### src/rtl/wave_tone_gen.sv
// Two-channel phase-accumulator tone source (square/saw/triangle/mute) feeding the
// audio controller's sample FIFO through its audio_out_allowed / write_audio_out handshake.
module wave_tone_gen #(
  parameter int PHASE_W  = 24,
  parameter int WAVE_W   = 16,
  parameter int AMP_W    = 8,
  parameter int SAMPLE_W = 32
) (
  input  logic                CLOCK_50,
  input  logic                reset_n,
  input  logic                enable,
  input  logic                phase_clr,
  input  logic [PHASE_W-1:0]  inc_l,
  input  logic [PHASE_W-1:0]  inc_r,
  input  logic [1:0]          mode_l,
  input  logic [1:0]          mode_r,
  input  logic [AMP_W-1:0]    amp_l,
  input  logic [AMP_W-1:0]    amp_r,
  input  logic                audio_out_allowed,
  output logic                write_audio_out,
  output logic [SAMPLE_W-1:0] left_channel_audio_out,
  output logic [SAMPLE_W-1:0] right_channel_audio_out,
  output logic [15:0]         sample_count
);

  localparam int M = PHASE_W - 1;
  localparam logic signed [WAVE_W-1:0] SQ_POS = {1'b0, {(WAVE_W-1){1'b1}}};

  typedef enum logic [2:0] {IDLE, C1, C2, READY, WRITE} state_t;

  state_t state, state_next;

  logic [PHASE_W-1:0]       phase_l, phase_r;
  logic [PHASE_W-1:0]       inc_l_reg, inc_r_reg;
  logic [AMP_W-1:0]         amp_l_reg, amp_r_reg;
  logic signed [WAVE_W-1:0] wave_l_reg, wave_r_reg;

  function automatic logic signed [WAVE_W-1:0] raw_wave(input logic [PHASE_W-1:0] p,
                                                        input logic [1:0] mode);
    logic [WAVE_W-1:0]        q;
    logic [WAVE_W-1:0]        u;
    logic signed [WAVE_W-1:0] w;
    q = p[M-1 -: WAVE_W];
    u = p[M] ? ~q : q;
    case (mode)
      2'b00:   w = p[M] ? -SQ_POS : SQ_POS;
      2'b01:   w = {~p[M], p[M-1 -: WAVE_W-1]};
      2'b10:   w = {~u[WAVE_W-1], u[WAVE_W-2:0]};
      default: w = '0;
    endcase
    return w;
  endfunction

  // Bit-slicing the full product at AMP_W is the arithmetic right shift, then truncation.
  function automatic logic signed [WAVE_W-1:0] scale(input logic signed [WAVE_W-1:0] w,
                                                     input logic [AMP_W-1:0] amp);
    logic signed [WAVE_W+AMP_W:0] prod;
    prod = w * $signed({1'b0, amp});
    return prod[AMP_W +: WAVE_W];
  endfunction

  function automatic logic [SAMPLE_W-1:0] justify(input logic signed [WAVE_W-1:0] s);
    logic [SAMPLE_W-1:0] r;
    r = '0;
    r[SAMPLE_W-1 -: WAVE_W] = s;
    return r;
  endfunction

  // A clear in C1/C2/READY throws away the sample in flight and restarts at C1.
  always_comb begin
    state_next = state;
    case (state)
      IDLE:    if (enable) state_next = C1;
      C1:      if (!enable) state_next = IDLE;
               else if (phase_clr) state_next = C1;
               else state_next = C2;
      C2:      if (!enable) state_next = IDLE;
               else if (phase_clr) state_next = C1;
               else state_next = READY;
      READY:   if (!enable) state_next = IDLE;
               else if (phase_clr) state_next = C1;
               else if (audio_out_allowed) state_next = WRITE;
      WRITE:   state_next = enable ? C1 : IDLE;
      default: state_next = IDLE;
    endcase
  end

  assign write_audio_out = (state == WRITE);

  always_ff @(posedge CLOCK_50 or negedge reset_n) begin
    if (!reset_n) begin
      state                   <= IDLE;
      phase_l                 <= '0;
      phase_r                 <= '0;
      inc_l_reg               <= '0;
      inc_r_reg               <= '0;
      amp_l_reg               <= '0;
      amp_r_reg               <= '0;
      wave_l_reg              <= '0;
      wave_r_reg              <= '0;
      left_channel_audio_out  <= '0;
      right_channel_audio_out <= '0;
      sample_count            <= '0;
    end else begin
      state <= state_next;
      if (state == C1) begin
        inc_l_reg  <= inc_l;
        inc_r_reg  <= inc_r;
        amp_l_reg  <= amp_l;
        amp_r_reg  <= amp_r;
        wave_l_reg <= raw_wave(phase_l, mode_l);
        wave_r_reg <= raw_wave(phase_r, mode_r);
      end
      if (state == C2 && state_next == READY) begin
        left_channel_audio_out  <= justify(scale(wave_l_reg, amp_l_reg));
        right_channel_audio_out <= justify(scale(wave_r_reg, amp_r_reg));
      end
      if (phase_clr) begin
        phase_l <= '0;
        phase_r <= '0;
      end else if (state == WRITE) begin
        phase_l <= phase_l + inc_l_reg;
        phase_r <= phase_r + inc_r_reg;
      end
      if (state == WRITE) sample_count <= sample_count + 16'd1;
    end
  end

endmodule

### config.mk
export PLATFORM = sky130hd
export DESIGN_NAME = wave_tone_gen
export DESIGN_NICKNAME = d
export VERILOG_FILES = /design/src/rtl/wave_tone_gen.sv
export SDC_FILE = /design/constraint.sdc
export NUM_CORES = 1
export LEC_CHECK = 0
export CORE_MARGIN = 3
export CORE_UTILIZATION = 35
export DETAILED_ROUTE_END_ITERATION = 7
export PLACE_DENSITY = 0.61
export SYNTH_ARGS = -nofsm -noshare
export SYNTH_HDL_FRONTEND = slang
export SYNTH_SLANG_ARGS = --single-unit
### constraint.sdc
create_clock -name CLOCK_50 -period 5 [get_ports CLOCK_50]
set_input_delay 0.5 -clock CLOCK_50 [delete_from_list [all_inputs] [get_ports CLOCK_50]]
set_output_delay 0.5 -clock CLOCK_50 [all_outputs]
set_load 0.02 [all_outputs]
==> metrics, run 1 <==
clk root buf=clkbuf_16; most frequent CP cell=fa_1; number of global-route vias before repair=approximately 15000; input/output buffers=121; Worst R2R End=right_channel_audio_out[31]; GRT Total Usage=16.05%; crit path cell chain=nand2_1, fa_1, inv_1, fa_1, fa_1, inv_1, fa_1, inv_1, ha_4, nand4_1, or3b_1, a21o_1, a21o_1, a21oi_2, nor4b_1, or3_1; drc violations=0; Core ar.=54030 um^2; async set-reset flop share out of synthesis=between 90% and 100%; slowest stage delay, CP=560 ps; CP Data Required Time=5360 ps; unrepaired setup endpoints after global routing=true; GRT Max-Usage Layer=met2; initial core utilization=35.48%; total grt overflow=0; critical path type=reg -> reg; # IOs=154; Tightest Hold Check Type=in -> async; CTS Sinks=195; cts bufs inserted=17; R2R Setup Slk=150 ps; Seq cells post-synth=195; vias=14150; nets=2597; met2 usage=a little over a quarter; fin area=21850 um^2; DIE WIDTH=around 240 um; worst-path maximum fanout=7; die span in y=~240 um; CP max stage cell=fa_1; Worst-path clk slew=approximately 80 ps; crit path time final=4850 ps; critical path's top delay family=adder cells; cts hold-fix bufs=0; R2R Path Start=wave_r_reg[11]; EDFF count, synth=0; first-pass GRT wire length=74.38 mm; final worst path period share=a little over nine tenths; critical path capture point type=flop; Post-Synthesis Cells=2090; worst slew pin tran=982.5 ps; synthesized area per cell=9.171 um^2; # fillers=5317; # setup viols final=0; die area=57610 um^2; met1 Use GR=about a fifth; layout overhead on the synthesized area=13.98%; DR WL/cell=15.46 um; Buf/Inv on CP=3; DR iter-0 viols=between 600 and 700; ys flop type=dfrtp_1; Distinct cells, synth=slightly below 70; clock skew=between 10 and 15 ps; Placement Cell Area=approximately 21000 um^2; met3 track demand over resource=under 10%; GP Congestion=0.8748; Worst setup SP type=flop; dpl hpwl=34.86 mm; CTS tree=yes; sequential area share after synthesis=25.46%; Cell Area, Synth=approximately 19000 um^2; commonest non-fill, non-tap cell in the layout=inv_1; status=complete, no violations; Worst R2R Path Depth=16; Inst Count DP=2856; relative slew slack=34.50%; Final Max Tran Viols=0; maximum clock rate=206.2 MHz; std cell rows=85; Final Hold Viols=0; max-cap viol count=0; fin cells=roughly 2900; clk buf depth=2; Ys Warns=0; H-tree Lvls=4; vias per cell=4.878; Final ANT Viol Nets=0; share of cells above drive strength 1=under 10%; total wire length=around 45 mm; most frequent cells in the layout=inv_1 (295), nand2_1 (263), fa_1 (199), dfrtp_1 (173), ha_1 (132); drt pass-1 iters=5; largest net degree at the start of global routing=120; Worst-Skew Late Latency=490 ps; Arr. time, crit path=5210 ps; initial antenna violation count=1
==> cells by family after synthesis <==
logic type	count (synthesis)	share of synthesized area [%]
mux	68	3.975
fa+ha+maj	333	29.57
xor+xnor	109	4.981
other cells	1	0.01956
flops	195	25.46
simple gates	643	16.24
compound gates	322	10.88
buf+inv	419	8.871
==> area by class of cell <==
class / count / area (um^2) / share of cell area (%)
sequential: 195 / 4907 / 22.46
clock inverter: 14 / 120.1 / 0.5498
inverter: 296 / 1111 / 5.086
antenna: 1 / 2.502 / 0.01145
clock buffer: 18 / 429.2 / 1.964
multi-input combinational: 1507 / 12760 / 58.43
tap: 696 / 870.8 / 3.986
timing repair buffer: 174 / 1642 / 7.514
==> metal layers <==
metal | share of wire, % | vias up
li1 | - | 6901
met1 | 46 | 6955
met2 | 47 | 253
met3 | 4.8 | 43
met4 | 1.5 | 0
met5 | 0 | -
==> worst max path at each step <==
stage                   start                          end  slack [ps]  cells past startpoint
3_3_place_gp     amp_l_reg[3]   left_channel_audio_out[29]         110                     17
2_1_floorplan    amp_r_reg[2]  right_channel_audio_out[25]          50                     19
6_report       wave_r_reg[11]  right_channel_audio_out[31]         150                     16
3_5_place_dp    wave_r_reg[7]  right_channel_audio_out[25]         -10                     17
4_1_cts          amp_l_reg[3]   left_channel_audio_out[30]           2                     17
5_1_grt          amp_r_reg[0]  right_channel_audio_out[31]         -10                     17
==> repair_timing <==
item	in CTS	in global routing
buffers inserted	0	12
pin swaps	0	6
setup endpoints to repair	1	15
resized for setup	1	37
==> per-stage QoR <==
| stage | setup WS (ps) | utilization, % | TNS [ps] | hold slack (ps) |
|---|---|---|---|---|
| 6_report | 150.3 | 40.44 | 0 | 36.19 |
| 5_1_grt | -13.04 | 40.43 | -25.14 | 54.75 |
| 4_1_cts | 1.609 | 40.08 | 0 | 33.23 |
| 3_5_place_dp | -12.73 | 39.06 | -12.73 | 465.3 |
| 3_3_place_gp | 112.5 | 39.06 | 0 | 466.8 |
| 2_1_floorplan | 46.82 | - | 0 | 204.4 |
==> cells in the mapped netlist (53+ instances only) <==
master / number / area share [%]
a21oi_1: 114 / 3.0
and2_1: 122 / 4.0
clkbuf_1: 77 / 1.5
dfrtp_1: 195 / 25
fa_1: 200 / 21
ha_1: 133 / 8.7
inv_1: 295 / 5.8
mux2_2: 65 / 3.8
nand2_1: 265 / 5.2
nor2_1: 98 / 1.9
o21ai_0: 53 / 1.4
xnor2_1: 77 / 3.5
Power of run 1 is left out: the tool's default activity adds up to more than one toggle a clock period on the data nets, which glitch-free logic cannot reach.
==> inputs of run 2 (changes only) <==
==> constraint.sdc (replaced) <==
create_clock -name CLOCK_50 -period 5 [get_ports CLOCK_50]
set_input_delay 1 -clock CLOCK_50 [delete_from_list [all_inputs] [get_ports CLOCK_50]]
set_output_delay 1 -clock CLOCK_50 [all_outputs]
set_load 0.02 [all_outputs]
==> metrics, run 2 (same netlist as run 1, synthesis figures left out) <==
total wire length=43.48 mm (was 44.84 mm); drc violations=0 (unchanged); largest net degree at the start of global routing=129 (was 120); unrepaired setup endpoints after global routing=true (unchanged); input/output buffers=121 (unchanged); Worst-Skew Late Latency=490 ps (about the same); commonest non-fill, non-tap cell in the layout=inv_1 (unchanged); CP max stage cell=fa_1 (unchanged); Final ANT Viol Nets=0 (unchanged); Post-Route Setup TNS=0 ps (unchanged); H-tree Lvls=4 (unchanged); critical path type=reg -> reg (unchanged); Hold Crit Depth=1; CP Data Required Time=5360 ps (about the same); R2R Setup Slk=150 ps (about the same); initial antenna violation count=3 (was 1); CTS tree=yes (unchanged); Inst Count DP=2858 (was 2856); die span in y=240.0 um (unchanged); GRT Total Usage=15.66% (was 16.05%); clk buf depth=2 (unchanged); critical path capture point type=flop (unchanged); final worst path period share=97.01% (was 96.99%); worst-path maximum fanout=6 (was 7); fin cells=2903 (was 2901); Levels on crit path=17 (was 16); initial core utilization=35.48% (unchanged); DIE WIDTH=240.0 um (unchanged); Arr. time, crit path=5210 ps (about the same); Worst setup SP type=flop (unchanged); crit path cell chain=buf_4, and2_1, fa_1, fa_1, inv_1, fa_1, inv_1, fa_1, ha_1, o21a_1, nor2_1, or3b_4, a21o_1, a21o_1, a21oi_2, nor4b_1, or3_1 (was nand2_1, fa_1, inv_1, fa_1, fa_1, inv_1, fa_1, inv_1, ha_4, nand4_1, or3b_1, a21o_1, a21o_1, a21oi_2, nor4b_1, or3_1); Worst-path clk slew=80 ps (about the same); GP Congestion=0.8685 (was 0.8748); Final Hold Viols=0 (unchanged); overall power=16.23 mW; # fillers=5313 (was 5317); # setup viols final=0 (unchanged); first-pass GRT wire length=73.39 mm (was 74.38 mm); R2R Path Start=amp_r_reg[3] (was wave_r_reg[11]); Final Max Tran Viols=0 (unchanged); vias=13930 (was 14150); maximum clock rate=206.2 MHz (about the same); Core ar.=54030 um^2 (unchanged); crit path time final=4851 ps (was 4850 ps); max-cap viol count=0 (unchanged); HP Start=sample_count[15]; DR iter-0 viols=653 (was 690); power density cells=741.5 nW/um^2; cts bufs inserted=17 (unchanged); clock skew=11.20 ps (was 13.48 ps); worst slew pin tran=961.1 ps (was 982.5 ps); critical path's top delay family=adder cells (unchanged); area of the multi-input gates=12760 um^2 (about the same); sequential cell area=4906 um^2 (was 4907 um^2); Tightest Hold Check Type=reg -> reg (was in -> async); Worst VDD drop=575.8 uV; relative slew slack=35.92% (was 34.50%); Critical Path Start=amp_r_reg[3] (was wave_r_reg[11]); std cell rows=85 (unchanged); number of global-route vias before repair=14730 (was 14700); Buf/Inv on CP=3 (unchanged); clk root buf=clkbuf_16 (unchanged); most frequent cells in the layout=inv_1 (295), nand2_1 (264), fa_1 (200), dfrtp_1 (174), ha_1 (131) (was inv_1 (295), nand2_1 (263), fa_1 (199), dfrtp_1 (173), ha_1 (132)); status=complete, no violations (unchanged); die area=57610 um^2 (unchanged); dpl hpwl=33.81 mm (was 34.86 mm); vias per cell=4.800 (was 4.878); CTS Sinks=195 (unchanged); layout overhead on the synthesized area=14.16% (was 13.98%); nets=2599 (was 2597); drt pass-1 iters=5 (unchanged); Worst R2R Path Depth=17 (was 16); slowest stage delay, CP=540 ps (was 560 ps); share of cells above drive strength 1=8.930% (was 9.029%); total grt overflow=0 (unchanged); # IOs=154 (unchanged); DR WL/cell=14.98 um (was 15.46 um); Leak Pwr=10.47 nW; most frequent CP cell=fa_1 (unchanged)
-- run 2: cell types whose count changed in the layout (fill, tap and decap cells not counted), moves of 2 or more --
cell / previous run / this run
a211oi_1: 11 / 13
a211oi_2: 2 / 0
buf_4: 46 / 49
clkinv_4: 0 / 2
clkinvlp_4: 4 / 2
inv_8: 4 / 1
-- run 2: final timing paths --
| check | to |
|---|---|
| min in group asynchronous | phase_l[10] |
| worst min-delay path | sample_count[15] |
| worst min register to register | sample_count[15] |
| worst max-delay path | right_channel_audio_out[31] |
| max in group asynchronous | left_channel_audio_out[24] |
| worst max register to register | right_channel_audio_out[31] |
-- run 2: repair_timing --
| action | CTS | global route |
|---|---|---|
| setup buffers | 0 | 12 |
| hold buffers | 0 | 0 |
| resized for setup | 0 | 34 |
| setup endpoints to repair | 0 | 12 |
-- run 2: worst register-to-register path, cell delays in order (launching register included) --
cell	delay, ps
dfrtp_2	450
buf_4	160
and2_1	150
fa_1	440
fa_1	500
inv_1	70
fa_1	540
inv_1	50
fa_1	430
ha_1	290
o21a_1	130
nor2_1	40
or3b_4	400
a21o_1	260
a21o_1	210
a21oi_2	180
nor4b_1	70
or3_1	360
-- run 2: metrics by stage --
stage	util (%)	hold WS, ps	worst slack, ps	cell area (um^2)
2_1_floorplan	-	484.9	46.82	19290
3_3_place_gp	39.11	468.1	112.2	21130
6_report	40.50	479.9	149.4	21880
4_1_cts	40.16	485.1	1.709	21700
5_1_grt	40.50	504.7	-21.04	21880
3_5_place_dp	39.11	462.4	26.99	21130
-- run 2: area by class of cell --
cell class,count,share of cell area (%)
repair buffers,176,7.582
flip-flops and latches,195,22.42
inverters,296,5.078
well taps,696,3.980
multi-input cells,1507,58.33
diodes,1,0.01144
clock inverters,12,0.5604
clock buffers,20,2.041
-- run 2: metal layers --
layer	part of all wire [%]	vias to the layer above	global-route usage, %
met5	0.032	-	0
met4	1.6	4	4.208
met3	4.6	48	3.980
met2	45	215	25.44
met1	49	6771	20.87
li1	-	6896	-
-- run 2: power by group --
group | total [mW] | switching [mW] | internal (mW) | leakage, nW
registers | 2.10 | 0.266 | 1.83 | 2.45
clock network | 1.39 | 0.682 | 0.711 | 0.274
logic | 12.7 | 7.03 | 5.70 | 7.75
total | 16.2 | 7.98 | 8.24 | 10.5
No activity file was read; power rests on OpenSTA's default activity.
==> inputs of run 3 (changes only) <==
--- a/config.mk
+++ b/config.mk
@@ -8,6 +8,7 @@
 export CORE_MARGIN = 3
 export CORE_UTILIZATION = 35
 export DETAILED_ROUTE_END_ITERATION = 7
+export GPL_TIMING_DRIVEN = 0
 export PLACE_DENSITY = 0.61
 export SYNTH_ARGS = -nofsm -noshare
 export SYNTH_HDL_FRONTEND = slang
==> metrics, run 3 (same netlist as run 1, synthesis figures left out) <==
initial core utilization=35.48% (unchanged); Final Hold Viols=0 (unchanged); utilization after layout=41.63% (was 40.50%); crit path time final=4881 ps (was 4851 ps); vias=14660 (was 13930); unrepaired setup endpoints after global routing=true (unchanged); H-tree Lvls=4 (unchanged); R2R Setup Slk=120 ps (was 150 ps); clk root buf=clkbuf_16 (unchanged); Buf/Inv on CP=3 (unchanged); max-cap viol count=0 (unchanged); total wire length=48.68 mm (was 43.48 mm); layout overhead on the synthesized area=17.33% (was 14.16%); nets=2675 (was 2599); Levels on crit path=17 (unchanged); cts bufs inserted=17 (unchanged); Worst setup endpoint=right_channel_audio_out[31] (unchanged); GRT Total Usage=17.25% (was 15.66%); CTS tree=yes (unchanged); vias per cell=4.922 (was 4.800); Worst R2R Path Depth=17 (unchanged); Final Max Tran Viols=0 (unchanged); critical path's top delay family=adder cells (unchanged); Worst R2R End=right_channel_audio_out[31] (unchanged); power density cells=770.6 nW/um^2 (was 741.5 nW/um^2); status=complete, no violations (unchanged); dpl hpwl=38.85 mm (was 33.81 mm); Leak Pwr=10.71 nW (was 10.47 nW); first-pass GRT wire length=78.70 mm (was 73.39 mm); final worst path period share=97.62% (was 97.01%); worst-path maximum fanout=9 (was 6); number of global-route vias before repair=15210 (was 14730); Pint=8.687 mW (was 8.242 mW); clock skew=12.17 ps (was 11.20 ps); drt pass-1 iters=5 (unchanged); cts hold-fix bufs=0 (unchanged); Final ANT Viol Nets=0 (unchanged); switch share=49.87% (was 49.20%); input/output buffers=121 (unchanged); CP Data Required Time=5370 ps (was 5360 ps); Core ar.=54030 um^2 (unchanged); Clock power frac=8.1% (was 8.6%); CTS Sinks=195 (unchanged); Post-Route Setup TNS=0 ps (unchanged); Worst setup SP type=flop (unchanged); drc violations=0 (unchanged); commonest non-fill, non-tap cell in the layout=inv_1 (unchanged); DR iter-0 viols=659 (was 653); Worst-path clk slew=80 ps (about the same); CP max stage cell=fa_1 (unchanged); DIE WIDTH=240.0 um (unchanged); DR WL/cell=16.35 um (was 14.98 um); die span in y=240.0 um (unchanged); std cell rows=85 (unchanged); Arr. time, crit path=5250 ps (was 5210 ps); total grt overflow=0 (unchanged); die area=57610 um^2 (unchanged); combinational power share=79.8% (was 78.5%); critical path type=reg -> reg (unchanged); critical path capture point type=flop (unchanged); slowest stage delay, CP=530 ps (was 540 ps); clk buf depth=2 (unchanged); initial antenna violation count=1 (was 3); # setup viols final=0 (unchanged); most frequent CP cell=fa_1 (unchanged); maximum clock rate=204.9 MHz (was 206.2 MHz); share of cells above drive strength 1=10.65% (was 8.930%); Reg power frac=12.1% (was 12.9%); Worst VDD drop=512.9 uV (was 575.8 uV); Critical Path Start=wave_r_reg[3] (was amp_r_reg[3]); R2R Path Start=wave_r_reg[3] (was amp_r_reg[3]); largest net degree at the start of global routing=76 (was 129); Tightest Hold Check Type=in -> async (was reg -> reg); GP Congestion=0.8623 (was 0.8685); Worst-Skew Late Latency=500 ps (was 490 ps); NetSw=8.643 mW (was 7.983 mW); # IOs=154 (unchanged); ANT cells=0 (was 1); most frequent cells in the layout=inv_1 (293), nand2_1 (263), fa_1 (200), dfrtp_1 (172), ha_1 (124) (was inv_1 (295), nand2_1 (264), fa_1 (200), dfrtp_1 (174), ha_1 (131)); crit path cell chain=and2_1, fa_1, fa_1, inv_2, fa_1, inv_1, fa_1, ha_4, o21a_1, nor2_1, or3b_4, a21o_1, buf_6, a21o_1, a21oi_4, nor4b_2, or3_1 (was buf_4, and2_1, fa_1, fa_1, inv_1, fa_1, inv_1, fa_1, ha_1, o21a_1, nor2_1, or3b_4, a21o_1, a21o_1, a21oi_2, nor4b_1, or3_1); relative slew slack=41.40% (was 35.92%); worst slew pin tran=879.0 ps (was 961.1 ps)
run 3: metrics by stage:
step	hold slack [ps]	power (mW)	cell area (um^2)	setup slack (ps)	std cells
global placement	466.4	14.26	21370	-5603	2938
finish	412.7	17.33	22490	119.1	2978
CTS	416.8	16.37	22240	-2.922	2977
global route	436.9	19.40	22490	-52.43	2978
detailed placement	469.8	14.59	21430	-675.3	2940
floorplan	484.9	11.68	19290	46.82	2121
run 3: worst register-to-register path, cell delays in order (launching register included):
cell	delay, ps
dfrtp_1	500
and2_1	240
fa_1	460
fa_1	530
inv_2	40
fa_1	470
inv_1	50
fa_1	480
ha_4	280
o21a_1	170
nor2_1	70
or3b_4	400
a21o_1	200
buf_6	140
a21o_1	190
a21oi_4	170
nor4b_2	70
or3_1	310
run 3: power by group through the flow:
stage / Combinational [mW] / Sequential [mW] / Clock (mW)
2_1_floorplan: 9.55 / 2.13 / 0
3_3_place_gp: 12.2 / 2.07 / 0
3_5_place_dp: 12.5 / 2.07 / 0
4_1_cts: 12.8 / 2.08 / 1.46
5_1_grt: 15.7 / 2.14 / 1.52
6_report: 13.8 / 2.10 / 1.41
run 3: how the worst min path moves through the flow:
stage / from / end / slack (ps) / cells after the start
2_1_floorplan: inc_r_reg[12] / inc_r_reg[12] / 480 / 1
3_3_place_gp: right_channel_audio_out[17] / right_channel_audio_out[17] / 470 / 2
3_5_place_dp: right_channel_audio_out[23] / right_channel_audio_out[23] / 470 / 2
4_1_cts: reset_n / sample_count[15] / 420 / 1
5_1_grt: reset_n / sample_count[15] / 440 / 1
6_report: reset_n / sample_count[15] / 410 / 1
run 3: area by class of cell:
type | count | area, um^2
Fill cell | 5300 | 31540
Multi-Input combinational cell | 1507 | 12920
Sequential cell | 195 | 4908
Timing Repair Buffer | 149 | 1474
Inverter | 296 | 1111
Tap cell | 696 | 870.8
Buffer | 103 | 604.3
Clock buffer | 18 | 429.2
Clock inverter | 14 | 166.4
run 3: what timing repair did:
action | 4_1_cts | 5_1_grt
gates cloned | 0 | 0
pin swaps | 9 | 19
buffers inserted | 19 | 7
endpoints found under the setup margin | 19 | 15
gates resized for setup | 52 | 64
run 3: routing by layer:
layer  vias up  track usage [%]  part of all wire, %
li1       7054                -                    -
met4         2            6.011                  2.7
met5         -                0                0.018
met2       291            29.14                   48
met3        74            2.879                  4.0
met1      7236            22.45                   45
